===== config.mk =====
export PLATFORM = sky130hd
export DESIGN_NAME = alu_seq8_flat
export DESIGN_NICKNAME = d
export VERILOG_FILES = /design/src/rtl/alu_seq8_pkg.sv /design/src/rtl/alu_seq8_if.sv /design/src/rtl/alu_seq8.sv /design/src/flat_wrapper.sv
export SDC_FILE = /design/constraint.sdc
export NUM_CORES = 1
export LEC_CHECK = 0
export ABC_CLOCK_PERIOD_IN_PS = 3610
export CAP_MARGIN = 20
export CORE_UTILIZATION = 25
export CTS_CLUSTER_SIZE = 28
export DETAILED_ROUTE_END_ITERATION = 12
export GPL_TIMING_DRIVEN = 0
export HOLD_SLACK_MARGIN = 0.06
export SETUP_SLACK_MARGIN = 0.02
export SLEW_MARGIN = 40
export SYNTH_ARGS = -nofsm -noshare
export SYNTH_HDL_FRONTEND = slang
export SYNTH_SLANG_ARGS = --single-unit

===== constraint.sdc =====
create_clock -name clk -period 3.61 [get_ports clk]
set_input_delay 0.722 -clock clk [delete_from_list [all_inputs] [get_ports clk]]
set_output_delay 0.722 -clock clk [all_outputs]
set_load 0.02 [all_outputs]

===== src/rtl/alu_seq8_pkg.sv =====
// Shared constants, FSM state type and result-assembly helper for the
// nibble-serial 8-bit ALU wrapper.
package alu_seq8_pkg;

    localparam int NIB_W = 4;

    localparam logic [2:0] OP_ADD = 3'd0;
    localparam logic [2:0] OP_SUB = 3'd1;
    localparam logic [2:0] OP_OR  = 3'd2;
    localparam logic [2:0] OP_AND = 3'd3;
    localparam logic [2:0] OP_SHL = 3'd4;
    localparam logic [2:0] OP_SHR = 3'd5;

    typedef enum logic [1:0] {
        IDLE,
        LO,
        HI,
        RESP
    } state_t;

    function automatic logic is_legal(input logic [2:0] op);
        return op <= OP_SHR;
    endfunction

    function automatic logic is_carry_op(input logic [2:0] op);
        return (op == OP_ADD) || (op == OP_SUB);
    endfunction

    // Shifts run per nibble, so the bit that crosses the nibble seam is patched in here.
    function automatic logic [2*NIB_W:0] assemble(input logic [2:0]         op,
                                                  input logic [2*NIB_W-1:0] a,
                                                  input logic [NIB_W-1:0]   lo,
                                                  input logic [NIB_W-1:0]   hi,
                                                  input logic               hi_cout);
        logic [2*NIB_W-1:0] r;
        logic               c;
        r = {hi, lo};
        c = 1'b0;
        case (op)
            OP_ADD, OP_SUB: c = hi_cout;
            OP_SHL: begin
                r[4] = r[4] | a[3];
                c    = a[7];
            end
            OP_SHR: begin
                r[3] = r[3] | a[4];
                c    = a[0];
            end
            default: c = 1'b0;
        endcase
        return {c, r};
    endfunction

endpackage


===== src/rtl/alu_seq8_if.sv =====
// Request/response handshake bundle for alu_seq8; slave is the ALU block,
// master is whoever issues operations.
interface alu_seq8_if;
    import alu_seq8_pkg::*;

    logic                 req_valid;
    logic                 req_ready;
    logic [2:0]           req_op;
    logic [2*NIB_W-1:0]   req_a;
    logic [2*NIB_W-1:0]   req_b;
    logic                 req_cin;
    logic                 rsp_valid;
    logic                 rsp_ready;
    logic [2*NIB_W-1:0]   rsp_o;
    logic                 rsp_cout;
    logic                 rsp_err;

    modport slave (
        input  req_valid, req_op, req_a, req_b, req_cin, rsp_ready,
        output req_ready, rsp_valid, rsp_o, rsp_cout, rsp_err
    );

    modport master (
        output req_valid, req_op, req_a, req_b, req_cin, rsp_ready,
        input  req_ready, rsp_valid, rsp_o, rsp_cout, rsp_err
    );

endinterface


===== src/rtl/alu_seq8.sv =====
// 8-bit ALU built by running an external combinational 4-bit ALU twice (low
// then high nibble). Define ALU_SEQ8_SETTLE_EN to give each nibble pass two cycles.
module alu_seq8
    import alu_seq8_pkg::*;
#(
    parameter logic [7:0] ERR_VALUE = 8'h00
) (
    input  logic             clk,
    input  logic             rst,
    alu_seq8_if.slave        bus,
    output logic [2:0]       alu_s,
    output logic [NIB_W-1:0] alu_a,
    output logic [NIB_W-1:0] alu_b,
    output logic             alu_cin,
    input  logic [NIB_W-1:0] alu_o,
    input  logic             alu_cout
);

    state_t             state;
    logic [2:0]         op_q;
    logic [2*NIB_W-1:0] a_q;
    logic [NIB_W-1:0]   b_hi_q;
    logic [NIB_W-1:0]   lo_q;
    logic [NIB_W-1:0]   hi_q;
    logic               hi_cout_q;
    logic               step;

`ifdef ALU_SEQ8_SETTLE_EN
    // Toggles through each nibble pass so capture happens on its second cycle.
    logic settle;

    always_ff @(posedge clk or posedge rst) begin
        if (rst) begin
            settle <= 1'b0;
        end else if (state == LO || state == HI) begin
            settle <= ~settle;
        end else begin
            settle <= 1'b0;
        end
    end

    assign step = settle;
`else
    assign step = 1'b1;
`endif

    always_ff @(posedge clk or posedge rst) begin
        if (rst) begin
            state         <= IDLE;
            op_q          <= '0;
            a_q           <= '0;
            b_hi_q        <= '0;
            lo_q          <= '0;
            hi_q          <= '0;
            hi_cout_q     <= 1'b0;
            alu_s         <= '0;
            alu_a         <= '0;
            alu_b         <= '0;
            alu_cin       <= 1'b0;
            bus.req_ready <= 1'b1;
            bus.rsp_valid <= 1'b0;
            bus.rsp_o     <= '0;
            bus.rsp_cout  <= 1'b0;
            bus.rsp_err   <= 1'b0;
        end else begin
            case (state)
                IDLE: begin
                    if (bus.req_valid && bus.req_ready) begin
                        op_q          <= bus.req_op;
                        a_q           <= bus.req_a;
                        b_hi_q        <= bus.req_b[2*NIB_W-1:NIB_W];
                        bus.req_ready <= 1'b0;
                        if (is_legal(bus.req_op)) begin
                            state   <= LO;
                            alu_s   <= bus.req_op;
                            alu_a   <= bus.req_a[NIB_W-1:0];
                            alu_b   <= bus.req_b[NIB_W-1:0];
                            alu_cin <= is_carry_op(bus.req_op) ? bus.req_cin : 1'b0;
                        end else begin
                            state <= RESP;
                        end
                    end
                end
                LO: begin
                    if (step) begin
                        lo_q    <= alu_o;
                        alu_a   <= a_q[2*NIB_W-1:NIB_W];
                        alu_b   <= b_hi_q;
                        alu_cin <= is_carry_op(op_q) ? alu_cout : 1'b0;
                        state   <= HI;
                    end
                end
                HI: begin
                    if (step) begin
                        hi_q      <= alu_o;
                        hi_cout_q <= alu_cout;
                        alu_s     <= '0;
                        alu_a     <= '0;
                        alu_b     <= '0;
                        alu_cin   <= 1'b0;
                        state     <= RESP;
                    end
                end
                RESP: begin
                    if (!bus.rsp_valid) begin
                        bus.rsp_valid <= 1'b1;
                        if (is_legal(op_q)) begin
                            {bus.rsp_cout, bus.rsp_o} <= assemble(op_q, a_q, lo_q, hi_q, hi_cout_q);
                            bus.rsp_err <= 1'b0;
                        end else begin
                            bus.rsp_o    <= ERR_VALUE;
                            bus.rsp_cout <= 1'b0;
                            bus.rsp_err  <= 1'b1;
                        end
                    end else if (bus.rsp_ready) begin
                        bus.rsp_valid <= 1'b0;
                        bus.req_ready <= 1'b1;
                        state         <= IDLE;
                    end
                end
                default: state <= IDLE;
            endcase
        end
    end

endmodule


===== src/flat_wrapper.sv =====
// flat-port wrapper written by rule: the top's interface ports become plain ports
module alu_seq8_flat import alu_seq8_pkg::*;
#(
    parameter logic [7:0] ERR_VALUE = 8'h00
)
  (clk, rst, alu_s, alu_a, alu_b, alu_cin, alu_o, alu_cout, bus_req_valid, bus_req_op, bus_req_a, bus_req_b, bus_req_cin, bus_rsp_ready, bus_req_ready, bus_rsp_valid, bus_rsp_o, bus_rsp_cout, bus_rsp_err);
  alu_seq8_if bus_i ();
  input  logic clk;
  input  logic rst;
  output logic [2:0] alu_s;
  output logic [NIB_W-1:0] alu_a;
  output logic [NIB_W-1:0] alu_b;
  output logic alu_cin;
  input  logic [NIB_W-1:0] alu_o;
  input  logic alu_cout;
  input wire logic [$bits(bus_i.req_valid)-1:0] bus_req_valid;
  input wire logic [$bits(bus_i.req_op)-1:0] bus_req_op;
  input wire logic [$bits(bus_i.req_a)-1:0] bus_req_a;
  input wire logic [$bits(bus_i.req_b)-1:0] bus_req_b;
  input wire logic [$bits(bus_i.req_cin)-1:0] bus_req_cin;
  input wire logic [$bits(bus_i.rsp_ready)-1:0] bus_rsp_ready;
  output wire logic [$bits(bus_i.req_ready)-1:0] bus_req_ready;
  output wire logic [$bits(bus_i.rsp_valid)-1:0] bus_rsp_valid;
  output wire logic [$bits(bus_i.rsp_o)-1:0] bus_rsp_o;
  output wire logic [$bits(bus_i.rsp_cout)-1:0] bus_rsp_cout;
  output wire logic [$bits(bus_i.rsp_err)-1:0] bus_rsp_err;
  assign bus_i.req_valid = bus_req_valid;
  assign bus_i.req_op = bus_req_op;
  assign bus_i.req_a = bus_req_a;
  assign bus_i.req_b = bus_req_b;
  assign bus_i.req_cin = bus_req_cin;
  assign bus_i.rsp_ready = bus_rsp_ready;
  assign bus_req_ready = bus_i.req_ready;
  assign bus_rsp_valid = bus_i.rsp_valid;
  assign bus_rsp_o = bus_i.rsp_o;
  assign bus_rsp_cout = bus_i.rsp_cout;
  assign bus_rsp_err = bus_i.rsp_err;
  alu_seq8 #(.ERR_VALUE(ERR_VALUE)) u_core (.clk(clk), .rst(rst), .bus(bus_i), .alu_s(alu_s), .alu_a(alu_a), .alu_b(alu_b), .alu_cin(alu_cin), .alu_o(alu_o), .alu_cout(alu_cout));
endmodule

Word level (Yosys, flattened, before mapping):

Cells that the tools add are included.
W data, S select, Z words.

* bits in read-only memories: 0
* bits in latches: 0
* memories: 0
* flip-flop bits (word level): 50
* logic and storage cells: 79
* output and inout bits: 24
* bits of input ports: 29
* bits in writable memories: 0

* bitwise logic cells: 3
* shift operators: 0
* eq/ne operators: 11
* order comparisons: 2
* muxes and demuxes: 31
* add/sub/neg operators: 0
* divide/modulo/power cells: 0
* reductions and logical operators: 16
* multiply operators: 0

Operators with widths (number)
* $pmux W4 S3: 2
* $mux W4: 4
* $mux W1: 13
* $reduce_and A3 Y1: 3
* $mux W2: 4
* $mux W8: 1
* $pmux W2 S4: 1
* $eq A3 B1 Y1 const B: 2
* $eq A3 B3 Y1 const B: 2
* $le A3 B3 Y1 const B: 2
* $logic_not A3 Y1: 2
* $mux W3: 2
* $ne A2 B1 Y1 const B: 3
* $pmux W1 S3: 2
* $pmux W3 S2: 1
* $eq A2 B2 Y1 const B: 2
* $reduce_and A2 Y1: 2
* $reduce_and A4 Y1: 1
* $reduce_bool A2 Y1: 2
* $reduce_bool A3 Y1: 1
* $eq A2 B1 Y1 const B: 1
* $logic_not A2 Y1: 1
* $logic_or A1 B1 Y1: 2
* $ne A2 B2 Y1 const B: 1
* 5 further kinds: 6

Depth between registers and ports, before layout:

Gate-level depths: netlist of the first run.

* depth in word-level cells: 6
* gate-level depth with buffers: 7
* depth with buffers taken out: 6

Least setup slack after synthesis of the first run:

OpenSTA, ideal clock, no wires.

* path type: input port to flip-flop
* from: in bus_req_op[2]
* to: reg u_core.alu_a[0]
* arrival: 1481 ps
* data required time: 3485 ps
* setup time: 125 ps
* stages: 4
* setup slack: 2004 ps
* buffers on the path: 0
* path through: nand2_1 > a31oi_4 > nor2_4 > mux2_2

* longest elaborated chain between the ends: 3

RTL lines
* start, declared: line flat_wrapper.sv:17 `input wire logic [$bits(bus_i.req_op)-1:0] bus_req_op;`
* $le A3 B3 Y1: line alu_seq8_pkg.sv:22 `return op <= OP_SHR;`
* $ne A2 B1 Y1 (no line)
* $reduce_and A3 Y1 (no line)
* end signal, assigned: line alu_seq8.sv:76 `alu_a <= bus.req_a[NIB_W-1:0];`
* end signal, assigned: line alu_seq8.sv:87 `alu_a <= a_q[2*NIB_W-1:NIB_W];`
* end, declared: line alu_seq8.sv:12 `output logic [NIB_W-1:0] alu_a,`

No other way between the ends.
A chain may end at the register's enable or synchronous reset.

Worst setup path in the final report of the first run:

* from: reg u_core.bus.req_ready
* to: out bus_req_ready

RTL lines
* start, declared: line alu_seq8_if.sv:20 `output req_ready, rsp_valid, rsp_o, rsp_cout, rsp_err`
* start signal, assigned: line alu_seq8.sv:60 `bus.req_ready <= 1'b1;`
* start signal, assigned: line alu_seq8.sv:72 `bus.req_ready <= 1'b0;`
* start signal, assigned: line alu_seq8.sv:117 `bus.req_ready <= 1'b1;`
* end, declared: line flat_wrapper.sv:22 `output wire logic [$bits(bus_i.req_ready)-1:0] bus_req_ready;`

No word-level cell between the ends.

==> metrics.yaml, run 1 <==
placed_design:
  io_buffers: 52
  gp_congestion: 0.741
  hpwl_um: 3400
  dpl_cell_area_mm2: 0.00279
yosys:
  syn-num-nets: 210
  ys_types: 34
  ys_ff_latch: 48
  yosysSeqAreaShare: 0.569
  syn_avg_cell_area_um2: 11.9
  syn_area_mm2: 0.00211
  postSynthCellCount: 177
  ys.warnings.count: 0
die:
  std_cell_rows: 33
  core-area_mm2: 0.00818
  die_y_um: 93.9
  die_area_mm2: 0.00882
  die_x_um: 93.9
  ios: 53
  start_util: 0.258
power:
  p_leak_uw: 0.00123
  p_seq_frac: 0.381
  ir_worst_vdd_uv: 328
  powerDensity_mw_per_mm2: 871
  clkPwrFrac: 0.153
  p_comb_frac: 0.467
  p_int_uw: 1600
  power_switching_uw: 918
  total_power_uw: 2520
  switching_share: 0.364
timing:
  grt_setup_unrepaired: "no"
  finalMaxSlewViolations: 0
  setup_violations: 0
  clock.fmax_ghz: 0.444
  fin_skew_ns: 0.00700
  period_minus_slack_ns: 2.25
  fin_crit_sh: 0.624
  worst_pin_slew_ns: 0.673
  maxSlewHeadroom: 0.551
  fin_tns_setup_ns: 0
  hold_viol_final: 0
clock_tree:
  cts_tree: "done"
  hold_buffers: 0
  cts.sinks: 48
  cts_buffer_depth: 2
  h-tree-depth: 2
  cts_buffers: 5
  cts_resized: 0
  post_cts_buffers: 0
  clock_latency_ns: 0.30
  cts-root-buf: "clkbuf_8"
  path_clk_slew_ns: 0.09
route:
  routed_wl_um: 4680
  drtPass1Iterations: 4
  drc: 0
  wire_per_inst_um: 13.6
  num_vias: 1519
  viasPerCell: 4.43
  drtAntennaViolNets: 0
  drt_iter0_markers: 53
global_route:
  grt_max_degree: 41
  grt_pass1_vias: 1508
  antenna_found_initial: 0
  grt_overflow: 0
  track_usage: 0.115
  grt_pass1_wl_um: 7850
setup_path:
  critPathKind: "flip-flop to output port"
  crit_chain: "clkdlybuf4s50_1"
  cpPeakStageDelay_ns: 0.63
  r2r-start: "u_core.state[0]"
  crit_buf_inv: 1
  cp_max_fo: 6
  slowest_stage: "clkdlybuf4s50_1"
  worstPathRequired_ns: 2.89
  rrSetupSlack_ns: 1.76
  r2r-end: "u_core.alu_a[1]"
  arrival_ns: 1.53
  cp-end-kind: "output port"
  startpoint_type: "flip-flop"
  critPathTopFamily: "buffers and inverters"
  reg2reg_depth: 6
final_layout:
  layout-drive-gt1-share: 0.193
  fillers: 828
  final_area_mm2: 0.00290
  diodes: 0
  area_delta_synth_final_pct: 37.2
  nets: 270
  postLayoutCoreUtil: 0.354
worst_hold_path:
  worstHoldStart: "u_core.bus.rsp_err"
  whs_endpoint: "u_core.bus.rsp_err"
  hold_depth: 2
  min_path_type: "flip-flop to flip-flop"
run_status:
  status: "finished, final reports clean"
flow_run:
  cap_viol_max_count: 0
==> flip-flops by register name, summed over array words and instances, names as in the netlist <==
| name | count |
|---|---|
| u_core.state | 2 |
| u_core.alu_cin | 1 |
| u_core.b_hi_q | 4 |
| u_core.bus.rsp_err | 1 |
| u_core.bus.rsp_o | 8 |
| u_core.alu_s | 3 |
| u_core.bus.req_ready | 1 |
| u_core.hi_cout_q | 1 |
| u_core.alu_b | 4 |
| u_core.bus.rsp_valid | 1 |
| u_core.hi_q | 4 |
| u_core.op_q | 3 |
| u_core.a_q | 6 |
| u_core.alu_a | 4 |
| u_core.bus.rsp_cout | 1 |
| u_core.lo_q | 4 |
==> power by group through the flow <==
stage	logic, uW	registers, uW	clock network [uW]
6_report	1180	960	385
5_1_grt	1290	1000	421
4_1_cts	1200	965	404
3_5_place_dp	1190	975	0
3_3_place_gp	1170	967	0
2_1_floorplan	649	1070	0
==> area by class of cell <==
cell class,count,area [um^2],share of cell area
Timing Repair Buffer,53,541,0.187
Clock buffer,5,68.8,0.0237
Inverter,14,55.1,0.0190
Clock inverter,3,42.5,0.0147
Buffer,7,35.0,0.0121
Multi-Input combinational cell,108,822,0.284
Tap cell,105,131,0.0453
Sequential cell,48,1200,0.415
==> routing by layer <==
metal	routed length [um]	GRT usage
met5	0	0
met1	2270	0.162
met4	49	0.0346
met3	231	0.0267
met2	2130	0.176
==> logic make-up (layout without fill, tap and decap cells) <==
| group | after synthesis | in the layout | synth area share |
|---|---|---|---|
| flip-flops | 48 | 48 | 0.569 |
| AO/OA/AOI/OAI | 43 | 43 | 0.136 |
| AND/OR/NAND/NOR | 33 | 33 | 0.0812 |
| multiplexers | 28 | 28 | 0.149 |
| adder cells (fa/ha/maj) | 4 | 4 | 0.0237 |
| buffers and inverters | 21 | 82 | 0.0415 |
==> cell usage in the layout (no fill, tap or decap), types with 2 or more instances in the layout <==
cell type / Yosys / routed
clkbuf_1: 3 / 3
mux2_2: 27 / 27
buf_4: 2 / 2
o21ai_0: 20 / 20
nor2_1: 2 / 2
nand3_1: 9 / 9
clkdlybuf4s50_1: 0 / 52
nand2_1: 14 / 14
a21oi_1: 5 / 5
o31ai_1: 2 / 2
a22o_1: 7 / 7
clkbuf_8: 0 / 5
ha_1: 4 / 4
dfrtp_1: 47 / 47
inv_1: 13 / 12
o32a_1: 2 / 2
==> per-stage QoR <==
stage               cells  setup WS (ns)  hold slack, ns
detailed placement    335           1.29           0.472
floorplan             177           1.75           0.449
global placement      334          0.703           0.465
CTS                   343           1.33           0.494
global route          343           1.30           0.509
finish                343           1.36           0.482
==> worst max-delay path by stage <==
| stage | endpoint | depth (start not counted) | from |
|---|---|---|---|
| after CTS | bus_req_ready | 1 | u_core.bus.req_ready |
| after detailed placement | u_core.b_hi_q[3] | 4 | bus_req_valid |
| final | bus_req_ready | 1 | u_core.bus.req_ready |
| after floorplan | u_core.a_q[0] | 1 | rst |
| after global placement | u_core.bus.rsp_valid | 2 | rst |
| after global routing | bus_req_ready | 1 | u_core.bus.req_ready |
==> Yosys cell counts <==
cell / n / share of area
nor2b_1: 1 / 0.0030
clkbuf_1: 3 / 0.0053
a31oi_4: 1 / 0.010
ha_1: 4 / 0.024
dfrtp_1: 47 / 0.56
a22o_1: 7 / 0.029
o21a_1: 1 / 0.0036
o21ai_0: 20 / 0.047
nor2_1: 2 / 0.0036
a21oi_1: 5 / 0.012
o32a_1: 2 / 0.0095
nand2b_1: 1 / 0.0030
mux2_2: 27 / 0.14
nand3_1: 9 / 0.021
buf_4: 2 / 0.0071
o31ai_1: 2 / 0.0071
nor2_4: 1 / 0.0053
o22ai_1: 1 / 0.0030
inv_2: 1 / 0.0018
nor4b_1: 1 / 0.0041
mux2i_1: 1 / 0.0047
inv_1: 13 / 0.023
nor4bb_1: 1 / 0.0047
buf_1: 1 / 0.0018
nand3_2: 1 / 0.0047
nor3b_1: 1 / 0.0036
dfstp_2: 1 / 0.012
a31oi_1: 1 / 0.0030
a21boi_0: 1 / 0.0036
nor4_1: 1 / 0.0030
nand2_1: 14 / 0.025
buf_2: 1 / 0.0024
a31o_2: 1 / 0.0041
a22oi_1: 1 / 0.0036
Note: power is estimated with default switching activity, not from simulation.
==> run 2, diff against run 1 <==
--- a/config.mk
+++ b/config.mk
@@ -5,7 +5,7 @@
 export SDC_FILE = /design/constraint.sdc
 export NUM_CORES = 1
 export LEC_CHECK = 0
-export ABC_CLOCK_PERIOD_IN_PS = 3610
+export ABC_CLOCK_PERIOD_IN_PS = 2300
 export CAP_MARGIN = 20
 export CORE_UTILIZATION = 25
 export CTS_CLUSTER_SIZE = 28
==> constraint.sdc (replaced) <==
create_clock -name clk -period 2.3 [get_ports clk]
set_input_delay 0.46 -clock clk [delete_from_list [all_inputs] [get_ports clk]]
set_output_delay 0.46 -clock clk [all_outputs]
set_load 0.02 [all_outputs]
==> results of run 2 <==
The final DEF is identical to that of run 1. Status: finished, final reports clean.
Among the figures that moved: setup slack after placement 1.29 ns -> 0.241 ns; setup slack after layout 1.36 ns -> 0.309 ns; hold slack 0.482 ns -> 0.400 ns; register-to-register setup slack 1.76 ns -> 0.45 ns; total power 2520 uW -> 3960 uW; worst IR drop on VDD 328 uV -> 514 uV
==> run 3, diff against run 2 <==
--- a/config.mk
+++ b/config.mk
@@ -8,11 +8,13 @@
 export ABC_CLOCK_PERIOD_IN_PS = 2300
 export CAP_MARGIN = 20
 export CORE_UTILIZATION = 25
-export CTS_CLUSTER_SIZE = 28
+export CTS_CLUSTER_DIAMETER = 100
+export CTS_CLUSTER_SIZE = 12
 export DETAILED_ROUTE_END_ITERATION = 12
 export GPL_TIMING_DRIVEN = 0
 export HOLD_SLACK_MARGIN = 0.06
 export SETUP_SLACK_MARGIN = 0.02
+export SKIP_CTS_REPAIR_TIMING = 1
 export SLEW_MARGIN = 40
 export SYNTH_ARGS = -nofsm -noshare
 export SYNTH_HDL_FRONTEND = slang
==> results of run 3 <==
The final DEF is identical to that of run 1. Status: finished, final reports clean.
Among the figures that moved: setup slack after placement 1.29 ns -> 0.241 ns; setup slack after layout 1.36 ns -> 0.309 ns; hold slack 0.482 ns -> 0.400 ns; register-to-register setup slack 1.76 ns -> 0.45 ns; total power 2520 uW -> 3960 uW; worst IR drop on VDD 328 uV -> 514 uV
